[src/rtl/alu_arbiter_pkg.sv]
// Shared types and constants for the two-requester ALU arbiter.
// Holds the FSM state encoding, the latched request record and a byte-select helper.
package alu_arbiter_pkg;

    localparam int          CNT_W       = 3;
    localparam logic [2:0]  IDLE_OP_DEF = 3'b100;

    typedef enum logic [1:0] {
        S_IDLE = 2'd0,
        S_LO   = 2'd1,
        S_HI   = 2'd2,
        S_DONE = 2'd3
    } state_e;

    typedef struct packed {
        logic [15:0] a;
        logic [15:0] b;
        logic [2:0]  op;
        logic        cin;
        logic        wide;
    } req_t;

    function automatic logic [7:0] op_byte(input logic [15:0] v, input logic hi);
        return hi ? v[15:8] : v[7:0];
    endfunction

endpackage

[src/rtl/alu_arbiter_if.sv]
// Requester-side handshake bundle: one instance per requester.
// The requester holds req and operands stable until it sees ack.
interface alu_arbiter_if;

    logic        req;
    logic [15:0] a;
    logic [15:0] b;
    logic [2:0]  op;
    logic        cin;
    logic        wide;
    logic        ack;

    modport master (output req, a, b, op, cin, wide, input  ack);
    modport slave  (input  req, a, b, op, cin, wide, output ack);

endinterface

[src/rtl/alu_arbiter_rr_arb2.sv]
// Two-way round-robin grant; the last-served pointer moves only when an op is issued.
// After reset the pointer names requester 1, so requester 0 wins a tie.
module rr_arb2 (
    input  logic       clk,
    input  logic       rst,
    input  logic [1:0] i_req,
    input  logic       i_issue,
    output logic       o_win
);

    logic r_last;
    logic w_win;

    always_comb begin
        // NOTE: default first so every path assigns w_win and no latch is inferred.
        w_win = 1'b0;
        case (i_req)
            2'b10:   w_win = 1'b1;
            2'b11:   w_win = ~r_last;
            default: w_win = 1'b0;
        endcase
    end

    always_ff @(posedge clk) begin
        if (rst) begin
            r_last <= 1'b1;
        end else if (i_issue) begin
            r_last <= w_win;
        end
    end

    assign o_win = w_win;

endmodule

[src/rtl/alu_arbiter.sv]
// Shares one clocked 8-bit ALU between two requesters, one op at a time.
// Wide ops run as a low pass then a high pass chained through the low carry-out.
module alu_arbiter
    import alu_arbiter_pkg::*;
#(
    parameter int unsigned ALU_LAT = 1,
    parameter logic [2:0]  IDLE_OP = IDLE_OP_DEF
) (
    input  logic              clk,
    input  logic              rst,
    alu_arbiter_if.slave      i_rq0,
    alu_arbiter_if.slave      i_rq1,
    output logic [15:0]       o_y,
    output logic              o_cout,
    output logic              o_ovf,
    output logic              o_zero,
    output logic              o_neg,
    output logic              o_busy,
    output logic              o_gnt_id,
    output logic [7:0]        o_alu_a,
    output logic [7:0]        o_alu_b,
    output logic [2:0]        o_alu_op,
    output logic              o_alu_cin,
    input  logic [7:0]        i_alu_y,
    input  logic              i_alu_cout,
    input  logic              i_alu_ovf,
    input  logic              i_alu_zero,
    input  logic              i_alu_neg
);

    state_e             r_state;
    logic [CNT_W-1:0]   r_cnt;
    req_t               r_req;
    logic               r_gnt_id;
    logic               r_ack0;
    logic               r_ack1;
    logic               r_busy;
    logic [15:0]        r_y;
    logic               r_cout;
    logic               r_ovf;
    logic               r_zero;
    logic               r_neg;
    logic [7:0]         r_y_lo;
    logic               r_zero_lo;
    logic [7:0]         r_alu_a;
    logic [7:0]         r_alu_b;
    logic [2:0]         r_alu_op;
    logic               r_alu_cin;

    req_t               w_req0;
    req_t               w_req1;
    req_t               w_cand;
    logic               w_win;
    logic               w_issue;
    logic               w_lat_hit;

    assign w_req0 = '{a: i_rq0.a, b: i_rq0.b, op: i_rq0.op, cin: i_rq0.cin, wide: i_rq0.wide};
    assign w_req1 = '{a: i_rq1.a, b: i_rq1.b, op: i_rq1.op, cin: i_rq1.cin, wide: i_rq1.wide};
    assign w_cand    = w_win ? w_req1 : w_req0;
    assign w_issue   = (r_state == S_IDLE) && (i_rq0.req || i_rq1.req);
    assign w_lat_hit = (r_cnt == CNT_W'(ALU_LAT));

    rr_arb2 u_arb (
        .clk     (clk),
        .rst     (rst),
        .i_req   ({i_rq1.req, i_rq0.req}),
        .i_issue (w_issue),
        .o_win   (w_win)
    );

    // NOTE: all state here uses <= so every register samples pre-edge values.
    always_ff @(posedge clk) begin
        if (rst) begin
            r_state   <= S_IDLE;
            r_cnt     <= '0;
            r_req     <= '0;
            r_gnt_id  <= 1'b0;
            r_ack0    <= 1'b0;
            r_ack1    <= 1'b0;
            r_busy    <= 1'b0;
            r_y       <= '0;
            r_cout    <= 1'b0;
            r_ovf     <= 1'b0;
            r_zero    <= 1'b0;
            r_neg     <= 1'b0;
            r_y_lo    <= '0;
            r_zero_lo <= 1'b0;
            r_alu_a   <= '0;
            r_alu_b   <= '0;
            r_alu_op  <= IDLE_OP;
            r_alu_cin <= 1'b0;
        end else begin
            r_ack0 <= 1'b0;
            r_ack1 <= 1'b0;
            case (r_state)
                S_IDLE: begin
                    if (w_issue) begin
                        r_req     <= w_cand;
                        r_gnt_id  <= w_win;
                        r_cnt     <= '0;
                        r_busy    <= 1'b1;
                        r_state   <= S_LO;
                        r_alu_a   <= op_byte(w_cand.a, 1'b0);
                        r_alu_b   <= op_byte(w_cand.b, 1'b0);
                        r_alu_op  <= w_cand.op;
                        r_alu_cin <= w_cand.cin;
                    end else begin
                        r_alu_a   <= '0;
                        r_alu_b   <= '0;
                        r_alu_op  <= IDLE_OP;
                        r_alu_cin <= 1'b0;
                    end
                end
                S_LO: begin
                    if (w_lat_hit) begin
                        r_y_lo    <= i_alu_y;
                        r_zero_lo <= i_alu_zero;
                        r_cnt     <= '0;
                        if (r_req.wide) begin
                            // High pass chains the low carry-out straight into the ALU.
                            r_state   <= S_HI;
                            r_alu_a   <= op_byte(r_req.a, 1'b1);
                            r_alu_b   <= op_byte(r_req.b, 1'b1);
                            r_alu_cin <= i_alu_cout;
                        end else begin
                            r_state <= S_DONE;
                            r_y     <= {8'h00, i_alu_y};
                            r_cout  <= i_alu_cout;
                            r_ovf   <= i_alu_ovf;
                            r_zero  <= i_alu_zero;
                            r_neg   <= i_alu_neg;
                            r_ack0  <= ~r_gnt_id;
                            r_ack1  <= r_gnt_id;
                        end
                    end else begin
                        r_cnt <= r_cnt + 1'b1;
                    end
                end
                S_HI: begin
                    if (w_lat_hit) begin
                        r_cnt   <= '0;
                        r_state <= S_DONE;
                        r_y     <= {i_alu_y, r_y_lo};
                        r_cout  <= i_alu_cout;
                        r_ovf   <= i_alu_ovf;
                        r_zero  <= r_zero_lo & i_alu_zero;
                        r_neg   <= i_alu_neg;
                        r_ack0  <= ~r_gnt_id;
                        r_ack1  <= r_gnt_id;
                    end else begin
                        r_cnt <= r_cnt + 1'b1;
                    end
                end
                S_DONE: begin
                    r_state   <= S_IDLE;
                    r_busy    <= 1'b0;
                    r_alu_a   <= '0;
                    r_alu_b   <= '0;
                    r_alu_op  <= IDLE_OP;
                    r_alu_cin <= 1'b0;
                end
                default: begin
                    r_state <= S_IDLE;
                    r_busy  <= 1'b0;
                end
            endcase
        end
    end

    assign i_rq0.ack = r_ack0;
    assign i_rq1.ack = r_ack1;
    assign o_y       = r_y;
    assign o_cout    = r_cout;
    assign o_ovf     = r_ovf;
    assign o_zero    = r_zero;
    assign o_neg     = r_neg;
    assign o_busy    = r_busy;
    assign o_gnt_id  = r_gnt_id;
    assign o_alu_a   = r_alu_a;
    assign o_alu_b   = r_alu_b;
    assign o_alu_op  = r_alu_op;
    assign o_alu_cin = r_alu_cin;

endmodule

[src/flat_wrapper.sv]
// flat-port wrapper written by rule: the top's interface ports become plain ports
module alu_arbiter_flat import alu_arbiter_pkg::*;
#(
    parameter int unsigned ALU_LAT = 1,
    parameter logic [2:0]  IDLE_OP = IDLE_OP_DEF
)
  (clk, rst, o_y, o_cout, o_ovf, o_zero, o_neg, o_busy, o_gnt_id, o_alu_a, o_alu_b, o_alu_op, o_alu_cin, i_alu_y, i_alu_cout, i_alu_ovf, i_alu_zero, i_alu_neg, i_rq0_req, i_rq0_a, i_rq0_b, i_rq0_op, i_rq0_cin, i_rq0_wide, i_rq0_ack, i_rq1_req, i_rq1_a, i_rq1_b, i_rq1_op, i_rq1_cin, i_rq1_wide, i_rq1_ack);
  alu_arbiter_if i_rq0_i ();
  alu_arbiter_if i_rq1_i ();
  input  logic clk;
  input  logic rst;
  output logic [15:0] o_y;
  output logic o_cout;
  output logic o_ovf;
  output logic o_zero;
  output logic o_neg;
  output logic o_busy;
  output logic o_gnt_id;
  output logic [7:0] o_alu_a;
  output logic [7:0] o_alu_b;
  output logic [2:0] o_alu_op;
  output logic o_alu_cin;
  input  logic [7:0] i_alu_y;
  input  logic i_alu_cout;
  input  logic i_alu_ovf;
  input  logic i_alu_zero;
  input  logic i_alu_neg;
  input wire logic [$bits(i_rq0_i.req)-1:0] i_rq0_req;
  input wire logic [$bits(i_rq0_i.a)-1:0] i_rq0_a;
  input wire logic [$bits(i_rq0_i.b)-1:0] i_rq0_b;
  input wire logic [$bits(i_rq0_i.op)-1:0] i_rq0_op;
  input wire logic [$bits(i_rq0_i.cin)-1:0] i_rq0_cin;
  input wire logic [$bits(i_rq0_i.wide)-1:0] i_rq0_wide;
  output wire logic [$bits(i_rq0_i.ack)-1:0] i_rq0_ack;
  input wire logic [$bits(i_rq1_i.req)-1:0] i_rq1_req;
  input wire logic [$bits(i_rq1_i.a)-1:0] i_rq1_a;
  input wire logic [$bits(i_rq1_i.b)-1:0] i_rq1_b;
  input wire logic [$bits(i_rq1_i.op)-1:0] i_rq1_op;
  input wire logic [$bits(i_rq1_i.cin)-1:0] i_rq1_cin;
  input wire logic [$bits(i_rq1_i.wide)-1:0] i_rq1_wide;
  output wire logic [$bits(i_rq1_i.ack)-1:0] i_rq1_ack;
  assign i_rq0_i.req = i_rq0_req;
  assign i_rq0_i.a = i_rq0_a;
  assign i_rq0_i.b = i_rq0_b;
  assign i_rq0_i.op = i_rq0_op;
  assign i_rq0_i.cin = i_rq0_cin;
  assign i_rq0_i.wide = i_rq0_wide;
  assign i_rq0_ack = i_rq0_i.ack;
  assign i_rq1_i.req = i_rq1_req;
  assign i_rq1_i.a = i_rq1_a;
  assign i_rq1_i.b = i_rq1_b;
  assign i_rq1_i.op = i_rq1_op;
  assign i_rq1_i.cin = i_rq1_cin;
  assign i_rq1_i.wide = i_rq1_wide;
  assign i_rq1_ack = i_rq1_i.ack;
  alu_arbiter #(.ALU_LAT(ALU_LAT), .IDLE_OP(IDLE_OP)) u_core (.clk(clk), .rst(rst), .i_rq0(i_rq0_i), .i_rq1(i_rq1_i), .o_y(o_y), .o_cout(o_cout), .o_ovf(o_ovf), .o_zero(o_zero), .o_neg(o_neg), .o_busy(o_busy), .o_gnt_id(o_gnt_id), .o_alu_a(o_alu_a), .o_alu_b(o_alu_b), .o_alu_op(o_alu_op), .o_alu_cin(o_alu_cin), .i_alu_y(i_alu_y), .i_alu_cout(i_alu_cout), .i_alu_ovf(i_alu_ovf), .i_alu_zero(i_alu_zero), .i_alu_neg(i_alu_neg));
endmodule
[config.mk]
export PLATFORM = sky130hd
export DESIGN_NAME = alu_arbiter_flat
export DESIGN_NICKNAME = d
export VERILOG_FILES = /design/src/rtl/alu_arbiter_pkg.sv /design/src/rtl/alu_arbiter_if.sv /design/src/rtl/alu_arbiter_rr_arb2.sv /design/src/rtl/alu_arbiter.sv /design/src/flat_wrapper.sv
export SDC_FILE = /design/constraint.sdc
export NUM_CORES = 1
export LEC_CHECK = 0
export ABC_AREA = 1
export BUFFER_PORTS_ARGS = -buffer_cell sky130_fd_sc_hd__buf_2
export CORE_MARGIN = 3
export CORE_UTILIZATION = 50
export DETAILED_ROUTE_END_ITERATION = 6
export PLACE_DENSITY = 0.8
export SYNTH_ARGS = -nofsm -noshare
export SYNTH_HDL_FRONTEND = slang
export SYNTH_HIERARCHICAL = 1
export SYNTH_SLANG_ARGS = --single-unit
[constraint.sdc]
create_clock -name clk -period 1.75 [get_ports clk]
set_input_delay 0.2625 -clock clk [delete_from_list [all_inputs] [get_ports clk]]
set_output_delay 0.2625 -clock clk [all_outputs]
set_load 0.02 [all_outputs]
# Yosys cells after proc, flatten, opt, wreduce, memory -nomap -nowiden
# Cells that the tools add are included.
[classes]
add_sub_neg = 1
eq_ne = 11
mux = 54
bitwise = 3
reduce_logical = 15
[op_table]
columns = ["op", "count"]
rows = [
  ["$mux W16", 3],
  ["$mux W8", 6],
  ["$pmux W8 S3", 2],
  ["$mux W37", 1],
  ["$pmux W16 S2", 1],
  ["$mux W1", 23],
  ["$pmux W1 S2", 8],
  ["$pmux W3 S2", 2],
  ["$mux W3", 3],
  ["$eq A2 B2 Y1 const B", 4],
  ["$pmux W2 S4", 1],
  ["$reduce_and A2 Y1", 4],
  ["$mux W2", 3],
  ["$ne A2 B1 Y1 const B", 3],
  ["$reduce_and A3 Y1", 2],
  ["$reduce_bool A2 Y1", 3],
  ["$ne A2 B2 Y1 const B", 2],
  ["$reduce_and A4 Y1", 1],
  ["$add A3 B1 Y3 const B", 1],
  ["$eq A3 B1 Y1 const B", 1],
  ["$pmux W1 S3", 1],
  ["$reduce_bool A3 Y1", 1],
  ["$eq A2 B1 Y1 const B", 1],
  ["$logic_not A2 Y1", 1],
  ["other kinds (5)", 6],
]
[totals]
regBits = 92
out_inout_bits = 44
elab_cells = 105

# Depth between registers and ports, before layout
[depth]
ltp_word = 5
mapped_depth = 11

# Hierarchy
# The synthesis kept the hierarchy.
[modules_own_cells]
columns = ["mod", "n_inst", "cells_per_inst", "area_per_inst_um2", "seq_area_each_um2"]
rows = [
  ["alu_arbiter", 1, 616, 3839.9, 1501.4],
  ["rr_arb2", 1, 7, 47.5, 20.0],
]

# Least setup slack after synthesis
# Ideal clock, no wire load.
[synth_timing]
path_type = "reg-to-reg"
startpoint = "register u_core.r_state[0]"
endpoint = "register u_core.r_y[0] (netlist: u_core/o_y[0])"
arrival_time_ns = 1.458
setup_slack_ns = 0.176
path_stages_with_launch = 12
synth_period_minus_slack_ns = 1.574
cell_sequence = "dfxtp_1 > inv_1 > ha_1 > buf_4 > inv_2 > buf_6 > o21ai_2 > nand2_2 > clkinv_4 > buf_6 > nor2_1 > nor2_1"
[synth_between]
elab_chain_len = 3
elab_cells_between_ends = 8
[synth_rtl]
columns = ["element", "line", "source"]
rows = [
  ["start, declared", "alu_arbiter.sv:31", "state_e r_state;"],
  ["start signal, assigned", "alu_arbiter.sv:74", "r_state <= S_IDLE;"],
  ["start signal, assigned", "alu_arbiter.sv:102", "r_state <= S_LO;"],
  ["start signal, assigned", "alu_arbiter.sv:121", "r_state <= S_HI;"],
  ["$eq A2 B2 Y1 or $eq A2 B1 Y1 (tied branches)", "alu_arbiter.sv:95", "case (r_state)"],
  ["$ne A2 B1 Y1 (no source line) (tied with other cells)", "n/a", ""],
  ["$reduce_and A4 Y1 (no source line)", "n/a", ""],
  ["end signal, assigned", "alu_arbiter.sv:127", "r_y <= {8'h00, i_alu_y};"],
  ["end signal, assigned", "alu_arbiter.sv:143", "r_y <= {i_alu_y, r_y_lo};"],
  ["end, declared", "alu_arbiter.sv:38", "logic [15:0] r_y;"],
]
# Parallel ways exist; a longest one is shown, timed or not.
# A chain may end at the register's enable or synchronous reset.

# Worst setup path after layout
[layout_timing]
startpoint = "register u_core.r_state[0]"
endpoint = "register u_core.r_cnt[1]"
[layout_between]
elab_chain_len = 4
elab_cells_between_ends = 9
[layout_rtl]
columns = ["element", "line", "source"]
rows = [
  ["$eq A2 B1 Y1 (tied with other cells)", "alu_arbiter.sv:95", ""],
  ["$reduce_or A2 Y1 (no source line) or $logic_and A1 B1 Y1 (tied branches)", "n/a", ""],
  ["$reduce_bool A2 Y1 (no source line) or $ne A2 B2 Y1 (tied branches)", "n/a", ""],
  ["$reduce_and A2 Y1 (no source line)", "n/a", ""],
  ["end signal, assigned", "alu_arbiter.sv:136", "r_cnt <= r_cnt + 1'b1;"],
  ["end signal, assigned", "alu_arbiter.sv:151", "r_cnt <= r_cnt + 1'b1;"],
  ["end, declared", "alu_arbiter.sv:32", "logic [CNT_W-1:0] r_cnt;"],
]
# Parallel ways exist; a longest one is shown, timed or not.

==> impl_metrics.tcl <==
set metrics [dict create \
    synth.net_count 717 \
    setup_viol 0 \
    yosysTopAreaCellShare 0.3914 \
    synth_compound_area_frac 0.1229 \
    antenna_found_initial 0 \
    dpl-instance-area_um2 4667 \
    initial_core_util 0.5247 \
    hold_depth 3 \
    numClockSinks 76 \
    min_from "i_alu_y[4]" \
    clockBufferDepth 2 \
    finClkSkew_ns 0.01126 \
    synthFlopType "dfxtp_1" \
    cts_made_buffers 9 \
    layout.nets 848 \
    yosys.area_share.simple 0.3531 \
    synth_edf_count 0 \
    ys_seq_area_frac 0.3914 \
    core-area_um2 7408 \
    synth_mux_area_frac 0 \
    die-area_um2 8869 \
    n_antenna_cell 0 \
    holdPathEnd "u_core/r_y_lo[4]$_SDFFE_PP0P_" \
    cts_root_buf "clkbuf_8" \
    slew_headroom 0.7621 \
    hold_viol 0 \
    grt_use_total 0.2214 \
    gp_congestion 0.8458 \
    hold_slack_ns 0.1795 \
    cts_tree "done" \
    wl_um 9686 \
    critPathKind "reg -> reg" \
    synth_seq_cells 76 \
    dp_hpwl_um 7297 \
    crit_fanout 8 \
    synth_area_um2 3887 \
    area_growth_pct 26.20 \
    synth_most_common_cell "nor2_1" \
    antenna_left 0 \
    crit_arrival_ns 1.89 \
    clock_latency_ns 0.34 \
    max_freq_mhz 620.8 \
    power-per-cell-area_nw_per_um2 1662 \
    io_pins 134 \
    startpoint_type "register" \
    grt_pass1_wl_um 15980 \
    synthAdderAreaFrac 0.01287 \
    synth_commonest_cells "nor2_1, nand2_1, dfxtp_1" \
    peakVddDrop_mv 0.8762 \
    avgSynthCellArea_um2 6.240 \
    htreeDepth 3 \
    r2r_start "u_core/r_state[0]$_SDFFE_PP0P_" \
    via_count 4101 \
    port-buffer-count 133 \
    initialDrtViolationCount 212 \
    end_kind "register" \
    crit_required_ns 2.03 \
    grt_overflow 0 \
    dr.pass1.iters 5 \
    ys_top_cells_by_area "dfxtp_1, nor2_1, nand2_1" \
    cts_setup_buffers 0 \
    synth.distinct_cells 25 \
    r2r_slack_ns 0.14 \
    reg2reg_depth 8 \
    num_rows 31 \
    period_minus_slack_ns 1.611 \
    synth_top_family_by_area "simple AND/OR/NAND/NOR gates" \
    via_per_inst 4.780 \
    grt_max_degree 57 \
    power.leakage_nw 2.587 \
    yosysWarnings 6 \
    die_h_um 94.18 \
    fin_setup_tns_ns 0 \
    crit_path_start "u_core/r_state[0]$_SDFFE_PP0P_" \
    synthCells 623 \
    wire_per_inst_um 11.29 \
    worst_pin_slew_ns 0.3531 \
    synth_xor_area_frac 0 \
    grt_pass1_vias 3679 \
    design_area_um2 4906 \
    clk_pin_slew_ns 0.08 \
    drv_slew 0 \
    grt_setup_unrepaired "no" \
    holdCritPathClass "in -> reg" \
    status "complete, no violations" \
    die_w_um 94.18 \
    final.period_utilization 0.9205 \
    drc_errors 0 \
    r2r-end "u_core/r_cnt[1]$_SDFFE_PP0P_" \
    synth_top_cell_by_area "dfxtp_1" \
    drive_above_1_share 0.2411 \
    maxCapViolCount 0 \
    async_flop_share 0 \
]
-- flip-flops by register name (all words and copies together), names as in the netlist, 2 cells and up --
signal	flops
u_core/r_req	17
u_core/r_cnt	3
u_core/o_alu_a	8
u_core/o_alu_op	3
u_core/r_state	2
u_core/r_y_lo	8
u_core/o_y	16
u_core/o_alu_b	8
-- where the power goes --
| part | internal, mW | leakage (nW) | switching, mW | total, mW |
|---|---|---|---|---|
| sequential | 2.23 | 0.623 | 0.257 | 2.49 |
| clock | 0.819 | 0.111 | 0.679 | 1.50 |
| combinational | 1.51 | 1.85 | 2.66 | 4.17 |
| total | 4.56 | 2.59 | 3.59 | 8.16 |
-- final cells by class --
type | count | area [um^2]
Multi-Input combinational cell | 439 | 1916
Timing Repair Buffer | 151 | 825.8
Sequential cell | 76 | 1521
Tap cell | 99 | 123.9
Fill cell | 676 | 2502
Clock buffer | 10 | 127.6
Inverter | 77 | 296.5
Clock inverter | 6 | 95.09
-- layer usage --
| metal | wire [um] | track usage | vias to the layer above | share of wire |
|---|---|---|---|---|
| li1 | - | - | 2170 | - |
| met1 | 4240 | 0.2796 | 1789 | 0.44 |
| met2 | 4653 | 0.3771 | 124 | 0.48 |
| met3 | 620 | 0.03285 | 18 | 0.064 |
| met4 | 172 | 0.08785 | 0 | 0.018 |
| met5 | 0 | 0 | - | 0 |
-- what timing repair did --
| item | CTS | global route |
|---|---|---|
| gates resized for setup | 0 | 5 |
| hold buffers | 0 | 0 |
| setup endpoints to repair | 0 | 40 |
-- layout by cell type, fill, tap and decap left out, types with 2 or more instances in the layout --
master       n
nor2_1     162
nand2_1    141
buf_2      133
dfxtp_1     76
inv_1       70
o21ai_0     63
nand3_1     28
a21oi_1     25
buf_4       16
clkbuf_8     9
clkinv_1     3
inv_2        3
nor3_1       3
bufinv_16    2
clkinv_4     2
inv_6        2
nand2_2      2
nor2_4       2
ha_1         2
ha_2         2
buf_12       2
-- worst max-delay path by stage --
stage | endpoint | depth (start not counted)
floorplan | u_core/o_y[0]$_SDFFE_PP0P_ | 11
global placement | u_core/o_y[14]$_SDFFE_PP0P_ | 8
detailed placement | u_core/o_y[4]$_SDFFE_PP0P_ | 8
CTS | u_core/o_y[4]$_SDFFE_PP0P_ | 8
global route | u_core/r_cnt[1]$_SDFFE_PP0P_ | 8
finish | u_core/r_cnt[1]$_SDFFE_PP0P_ | 8
-- cell families after synthesis --
kind of cell	after synthesis
adder cells (fa/ha/maj)	4
buffers and inverters	108
AO/OA/AOI/OAI	92
flip-flops	76
AND/OR/NAND/NOR	343
-- stage by stage --
step / total power, mW / utilization / cells / setup WS (ns)
detailed placement: 6.637 / 0.6300 / 842 / 0.03597
global placement: 6.517 / 0.6300 / 842 / 0.1595
global route: 8.878 / 0.6622 / 858 / 0.007081
floorplan: 5.562 / - / 623 / 0.1760
finish: 8.156 / 0.6622 / 858 / 0.1392
CTS: 8.150 / 0.6600 / 858 / 0.02797
-- worst max-delay path, stage by stage, from the launching register on --
cell,delay (ns)
dfxtp_1,0.40
inv_1,0.11
ha_1,0.28
nand2_1,0.15
clkinv_1,0.10
buf_4,0.17
o21ai_0,0.16
inv_1,0.06
nor2_1,0.12
Power figures use the tool's default switching activity.
